**config.mk**
```make
export PLATFORM = sky130hd
export DESIGN_NAME = param_down_timer_flat
export DESIGN_NICKNAME = d
export VERILOG_FILES = /design/src/rtl/timer_pkg.sv /design/src/rtl/param_down_timer_if.sv /design/src/rtl/tick_divider.sv /design/src/rtl/param_down_timer.sv /design/src/flat_wrapper.sv
export SDC_FILE = /design/constraint.sdc
export NUM_CORES = 1
export LEC_CHECK = 0
export CORE_UTILIZATION = 45
export CTS_CLUSTER_DIAMETER = 50
export DETAILED_ROUTE_END_ITERATION = 6
export PLACE_DENSITY = 0.82
export SLEW_MARGIN = 20
export SYNTH_ARGS = -nofsm -noshare
export SYNTH_HDL_FRONTEND = slang
export SYNTH_SLANG_ARGS = --single-unit
```
**constraint.sdc**
```tcl
create_clock -name clk -period 4.78 [get_ports clk]
set_input_delay 0.956 -clock clk [delete_from_list [all_inputs] [get_ports clk]]
set_output_delay 0.956 -clock clk [all_outputs]
set_load 0.02 [all_outputs]
```
**src/rtl/timer_pkg.sv**
```systemverilog
// Shared definitions for the timer family: state encoding of the loadable down-timer.
package timer_pkg;

    localparam int STATE_W = 2;

    typedef enum logic [STATE_W-1:0] {
        S_IDLE = 2'd0,
        S_RUN  = 2'd1,
        S_DONE = 2'd2
    } state_t;

endpackage

```
**src/rtl/param_down_timer_if.sv**
```systemverilog
// Control/status bundle between a sequencing controller (master) and the down-timer (slave).
interface param_down_timer_if #(
    parameter int N = 4
);

    logic         start;
    logic [N-1:0] load_val;
    logic         reload;
    logic         en;
    logic         abort;
    logic [N-1:0] count;
    logic         busy;
    logic         done;

    modport master (
        output start, load_val, reload, en, abort,
        input  count, busy, done
    );

    modport slave (
        input  start, load_val, reload, en, abort,
        output count, busy, done
    );

endinterface

```
**src/rtl/tick_divider.sv**
```systemverilog
// Clock prescaler: emits one tick per DIV enabled clocks; clr restarts the phase at zero.
module tick_divider #(
    parameter int DIV = 1
) (
    input  logic clk,
    input  logic rst,
    input  logic clr,
    input  logic en,
    output logic tick
);

    generate
        if (DIV <= 1) begin : g_pass
            logic unused_sigs;
            assign unused_sigs = clk ^ rst;
            assign tick = en & ~clr;
        end else begin : g_div
            localparam int W = $clog2(DIV);
            localparam logic [W-1:0] LAST = W'(DIV - 1);

            logic [W-1:0] pre;

            always_ff @(posedge clk) begin
                if (rst) begin
                    pre <= '0;
                end else if (clr) begin
                    pre <= '0;
                end else if (en) begin
                    pre <= (pre == LAST) ? '0 : pre + W'(1);
                end
            end

            // A tick coinciding with a restart belongs to the abandoned interval.
            assign tick = en & ~clr & (pre == LAST);
        end
    endgenerate

endmodule

```
**src/rtl/param_down_timer.sv**
```systemverilog
// Loadable down-timer with start/busy/done handshake, optional auto-reload and prescaler.
//
// state  | meaning
// S_IDLE | waiting for start (count holds last value)
// S_RUN  | counting down, busy high
// S_DONE | expired, count held at 0 until next start
module param_down_timer
    import timer_pkg::*;
#(
    parameter int N   = 4,
    parameter int DIV = 1
) (
    input logic                clk,
    input logic                rst,
    param_down_timer_if.slave  bus
);

    state_t       state_q, state_n;
    logic [N-1:0] count_q, count_n;
    logic [N-1:0] stored_q, stored_n;
    logic         rflag_q, rflag_n;
    logic         busy_q, busy_n;
    logic         done_q, done_n;
    logic         div_en;
    logic         tick;

    assign div_en = bus.en & (state_q == S_RUN);

    tick_divider #(
        .DIV (DIV)
    ) u_tick_divider (
        .clk  (clk),
        .rst  (rst),
        .clr  (bus.start),
        .en   (div_en),
        .tick (tick)
    );

    always_ff @(posedge clk) begin
        if (rst) begin
            state_q  <= S_IDLE;
            count_q  <= '0;
            stored_q <= '0;
            rflag_q  <= 1'b0;
            busy_q   <= 1'b0;
            done_q   <= 1'b0;
        end else begin
            state_q  <= state_n;
            count_q  <= count_n;
            stored_q <= stored_n;
            rflag_q  <= rflag_n;
            busy_q   <= busy_n;
            done_q   <= done_n;
        end
    end

    always_comb begin
        state_n  = state_q;
        count_n  = count_q;
        stored_n = stored_q;
        rflag_n  = rflag_q;
        done_n   = 1'b0;

        if (bus.start) begin
            count_n  = bus.load_val;
            stored_n = bus.load_val;
            rflag_n  = bus.reload;
            state_n  = S_RUN;
        end else begin
            unique case (state_q)
                S_RUN: begin
                    if (bus.abort) begin
                        state_n = S_IDLE;
                    end else if (tick) begin
                        if (count_q > N'(1)) begin
                            count_n = count_q - N'(1);
                        end else begin
                            // Counts of 0 and 1 both expire here, so load_val=0 acts as 1.
                            done_n = 1'b1;
                            if (rflag_q) begin
                                count_n = stored_q;
                            end else begin
                                count_n = '0;
                                state_n = S_DONE;
                            end
                        end
                    end
                end
                S_IDLE, S_DONE: begin
                    state_n = state_q;
                end
                default: begin
                    state_n = S_IDLE;
                end
            endcase
        end

        busy_n = (state_n == S_RUN);
    end

    assign bus.count = count_q;
    assign bus.busy  = busy_q;
    assign bus.done  = done_q;

endmodule

```
**src/flat_wrapper.sv**
```systemverilog
// flat-port wrapper written by rule: the top's interface ports become plain ports
module param_down_timer_flat import timer_pkg::*;
#(
    parameter int N   = 4,
    parameter int DIV = 1
)
  (clk, rst, bus_start, bus_load_val, bus_reload, bus_en, bus_abort, bus_count, bus_busy, bus_done);
  param_down_timer_if #(.N(N)) bus_i ();
  input logic clk;
  input logic rst;
  input wire logic [$bits(bus_i.start)-1:0] bus_start;
  input wire logic [$bits(bus_i.load_val)-1:0] bus_load_val;
  input wire logic [$bits(bus_i.reload)-1:0] bus_reload;
  input wire logic [$bits(bus_i.en)-1:0] bus_en;
  input wire logic [$bits(bus_i.abort)-1:0] bus_abort;
  output wire logic [$bits(bus_i.count)-1:0] bus_count;
  output wire logic [$bits(bus_i.busy)-1:0] bus_busy;
  output wire logic [$bits(bus_i.done)-1:0] bus_done;
  assign bus_i.start = bus_start;
  assign bus_i.load_val = bus_load_val;
  assign bus_i.reload = bus_reload;
  assign bus_i.en = bus_en;
  assign bus_i.abort = bus_abort;
  assign bus_count = bus_i.count;
  assign bus_busy = bus_i.busy;
  assign bus_done = bus_i.done;
  param_down_timer #(.N(N), .DIV(DIV)) u_core (.clk(clk), .rst(rst), .bus(bus_i));
endmodule
```
# Word level (Yosys, flattened, before mapping)
# Index checks and enable logic that the tools add are counted.
# W data, S select, Z words.
[totals]
elab_cells = 36
reg_bits = 13
input_bits = 10
[classes]
muxes = 13
bitwise_logic = 5
n_eq_ne = 4
n_lt_le_gt_ge = 1
n_reduce_logical = 6
n_addsub = 1
[op_table]
columns = ["operator", "count"]
rows = [
  ["$mux W4", 6],
  ["$mux W2", 5],
  ["$reduce_or A5 Y1", 1],
  ["$eq A2 B1 Y1 const B", 2],
  ["$gt A4 B1 Y1 const B", 1],
  ["$pmux W2 S2", 1],
  ["$reduce_bool A2 Y1", 2],
  ["$sub A4 B1 Y4 const B", 1],
  ["$not A1 Y1", 3],
  ["$reduce_and A3 Y1", 1],
  ["$and A1 B1 Y1", 2],
  ["$eq A2 B2 Y1 const B", 1],
  ["$logic_not A2 Y1", 1],
  ["$ne A2 B2 Y1 const B", 1],
  ["$reduce_or A2 Y1", 1],
  ["$mux W1", 1],
]

# Longest topological paths before layout
[logic_depth]
depth_word = 8
mapped_depth = 7
mapped_depth_nobuf = 6

# By module
# From an unflattened synthesis, not the netlist that was laid out.
[hier_totals]
cells_unflattened = 75
hier_area_um2 = 689.4
[by_module_without_submodules]
columns = ["module", "area_per_inst_um2", "n_inst", "cells_per_inst", "seq_area_each_um2"]
rows = [
  ["param_down_timer", 675.6, 1, 74, 260.2],
  ["tick_divider", 13.8, 1, 1, 0.0],
]

# Worst setup path after synthesis
# No wires, ideal clock.
[synth_path]
path_kind = "reg-to-reg"
startpoint = "reg u_core.count_q[0] (netlist: u_core.bus.count[0])"
endpoint = "reg u_core.count_q[2] (netlist: u_core.bus.count[2])"
setup_slack_ps = 3017
t_arrival_ps = 1633
required_time_ps = 4650
synth_period_minus_slack_ps = 1763
path_stages_with_launch = 8
n_path_buf = 1
cell_sequence = "dfxtp_1 inv_1 ha_1 or2_4 and2_4 buf_6 a311oi_1 o22ai_1"
[synth_between]
elab_chain_cells = 6
word_cells_on_any_way = 7
classes_between = "add/sub: 1; order compare: 1; mux: 5"
[synth_rtl]
columns = ["element", "line", "text"]
rows = [
  ["from (decl)", "param_down_timer.sv:19", "logic [N-1:0] count_q, count_n;"],
  ["from (signal assigned)", "param_down_timer.sv:49", "count_q <= count_n;"],
  ["$sub A4 B1 Y4 / $gt A4 B1 Y1 (equally long branches)", "param_down_timer.sv:76, param_down_timer.sv:75", ""],
  ["$mux W4 *", "param_down_timer.sv:75", "if (count_q > N'(1)) begin"],
  ["$mux W4 *", "param_down_timer.sv:74", "end else if (tick) begin"],
  ["$mux W4 *", "param_down_timer.sv:72", "if (bus.abort) begin"],
  ["$mux W4 *", "param_down_timer.sv:70", "unique case (state_q)"],
  ["$mux W4 *", "param_down_timer.sv:64", "if (bus.start) begin"],
]
# Every way passes the cells marked *; elsewhere a longest branch is shown, timed or not. The select of a mux whose other input is x is not followed.
# A chain may end at the register's enable or synchronous reset.

# Final worst setup path
[layout_path]
startpoint = "reg u_core.count_q[0] (netlist: u_core.bus.count[0])"
endpoint = "out bus_count[0]"
[layout_rtl]
columns = ["element", "line", "text"]
rows = [
  ["to (decl)", "flat_wrapper.sv:16", "output wire logic [$bits(bus_i.count)-1:0] bus_count;"],
]
# No word-level cell between the ends.

==> impl_metrics.tcl <==
set metrics [dict create \
    place_ws_ns 2.26 \
    detail-route-antenna-nets 0 \
    clock_latency_ns 0.26 \
    worst_slew_pin_slew_ns 0.515 \
    fillers 121 \
    clock_skew_ns 0.00244 \
    cts_tree "built" \
    cts_setup_buffers 0 \
    ys_ff_latch 13 \
    grt_pass1_vias 458 \
    most-common-layout-cells "clkdlybuf4s50_1, dfxtp_1, a21oi_1" \
    synth_warnings 0 \
    cts_root_buf "clkbuf_4" \
    path_max_fanout 6 \
    cp_num_buf_inv 1 \
    syn_nets 82 \
    critical_path.max_stage_delay_ns 0.64 \
    hold_path.class "reg2reg" \
    drt_iter0_drc 25 \
    hold_viol_final 0 \
    slew_violations 0 \
    maxCapViolCount 0 \
    die_height_um 39.5 \
    finalCriticalPeriod_ns 2.28 \
    min_period_over_period_pct 47.7 \
    core_um2 1300 \
    start_kind "flip-flop" \
    final_nets 99 \
    h-tree-depth 1 \
    final_common_cell "clkdlybuf4s50_1" \
    drive_gt1_share_pct 8.14 \
    cp.required_ns 3.82 \
    grt-ovfl-total 0 \
    slew_headroom_pct 65.2 \
    port_buffers 15 \
    timing.fmax_ghz 0.439 \
    globalplace.congestion 0.857 \
    hpwl_um 913 \
    fin_ws_ns 2.50 \
    critPathKind "reg2out" \
    synth.avg_cell_area_um2 9.06 \
    path_cells "clkdlybuf4s50_1" \
    cts-resized-gates 0 \
    p_total_uw 233 \
    endpoint_kind "output pin" \
    avgRoutedWirePerCell_um 12.3 \
    clock-sinks 13 \
    dr.pass1.iters 4 \
    num_antenna_cells 0 \
    status "finished, final reports clean" \
    viasPerCell 5.79 \
    initial_core_util_pct 48.7 \
    dieArea_um2 1560 \
    power_leakage_nw 0.297 \
    synthesis.instances 70 \
    area.growth.synth_to_final_pct 27.8 \
    io-pin-count 16 \
    setup_viol 0 \
    ys_seq_area_share_pct 41.0 \
    grt_first_pass_wirelength_um 1870 \
    final_core_util_pct 62.3 \
    cts_hold_buf 0 \
    num_vias 585 \
    synth.distinct_cells 29 \
    clockBufferDepth 2 \
    cp.arrival_ns 1.32 \
    clkTransAtPathRegs_ns 0.08 \
    antenna_found_initial 0 \
    grt_max_degree 15 \
    rows 13 \
    p_per_area_nw_per_um2 287 \
    rsz0062_at_grt "no" \
    path_delay_family "buffers and inverters" \
    die_w_um 39.5 \
    grt_usage_pct 18.0 \
    drc 0 \
    irDropWorstVdd_mv 0.180 \
    syn_area_um2 634 \
    slowest_stage "clkdlybuf4s50_1" \
    cts_buffers 3 \
    wirelength_um 1240 \
    totalNegativeSetupSlack_ns 0 \
]
flip-flops by register name (all words and copies together), names as in the netlist:
register	cells
u_core.bus.done	1
u_core.stored_q	4
u_core.rflag_q	1
u_core.state_q	2
u_core.bus.busy	1
u_core.bus.count	4
cell usage after synthesis:
cell type	number	share of area (%)
and2_4	1	1.4
dfxtp_1	13	41
and4bb_1	1	2.0
or2_4	1	1.4
buf_1	1	0.59
nor3_1	2	1.6
and3_2	1	1.2
buf_6	1	1.8
nand3b_1	1	1.2
nand2_1	5	3.0
a211o_1	1	1.4
o22ai_1	4	3.9
a21oi_1	6	4.7
nor2_1	4	2.4
a31oi_1	2	2.0
a311oi_1	4	5.5
o21bai_1	1	1.2
ha_1	2	3.9
a21boi_1	1	1.2
nand2b_1	5	4.9
nand4b_1	1	1.4
mux2_1	1	1.8
or3_1	1	0.99
nor4b_1	1	1.4
inv_1	3	1.8
mux2i_1	1	1.6
o21ai_0	3	2.4
nor3b_2	1	2.0
clkbuf_1	1	0.59
cell families (layout without fill, tap and decap cells):
kind of cell,Yosys count,after routing,synth area share (%)
AO/OA/AOI/OAI,22,22,22.3
adder cells (fa/ha/maj),2,2,3.94
buffers and inverters,6,22,4.73
flip-flops,13,13,41.0
multiplexers,2,2,3.35
AND/OR/NAND/NOR,25,25,24.7
where the power goes:
group	switching (mW)	total [mW]	internal, mW
Combinational	0.0237	0.0486	0.0249
Clock	0.0327	0.0649	0.0322
Sequential	0.00528	0.119	0.114
layer usage:
metal	wire length, µm	vias to the layer above	global-route usage [%]
li1	-	288	-
met1	592	270	23.4
met4	14	0	12.9
met5	0	-	0
met2	572	25	27.0
met3	64	2	1.70
cell type report:
class | count | area [µm²] | area share, %
Sequential cell | 13 | 260 | 32.1
Tap cell | 15 | 18.8 | 2.31
Multi-Input combinational cell | 51 | 344 | 42.4
Timing Repair Buffer | 15 | 150 | 18.5
Clock buffer | 4 | 26.3 | 3.24
Inverter | 3 | 11.3 | 1.39
stage by stage:
step	instances	hold WS, ns	area (µm²)
final	101	0.482	811
after global routing	101	0.501	811
after CTS	101	0.480	811
after detailed placement	97	0.467	785
after global placement	97	0.460	785
after floorplan	70	0.450	634
worst paths after layout:
kind                                    start                               end  slack (ns)  cells after the start
max          u_core.bus.count[0]$_SDFFE_PP0P_                      bus_count[0]        2.50                      1
min           u_core.stored_q[1]$_SDFFE_PP0P_   u_core.stored_q[1]$_SDFFE_PP0P_        0.48                      2
max reg2reg  u_core.bus.count[0]$_SDFFE_PP0P_  u_core.bus.count[0]$_SDFFE_PP0P_        3.08                      6
min reg2reg   u_core.stored_q[1]$_SDFFE_PP0P_   u_core.stored_q[1]$_SDFFE_PP0P_        0.48                      2
(Power assumes the default switching activity.)
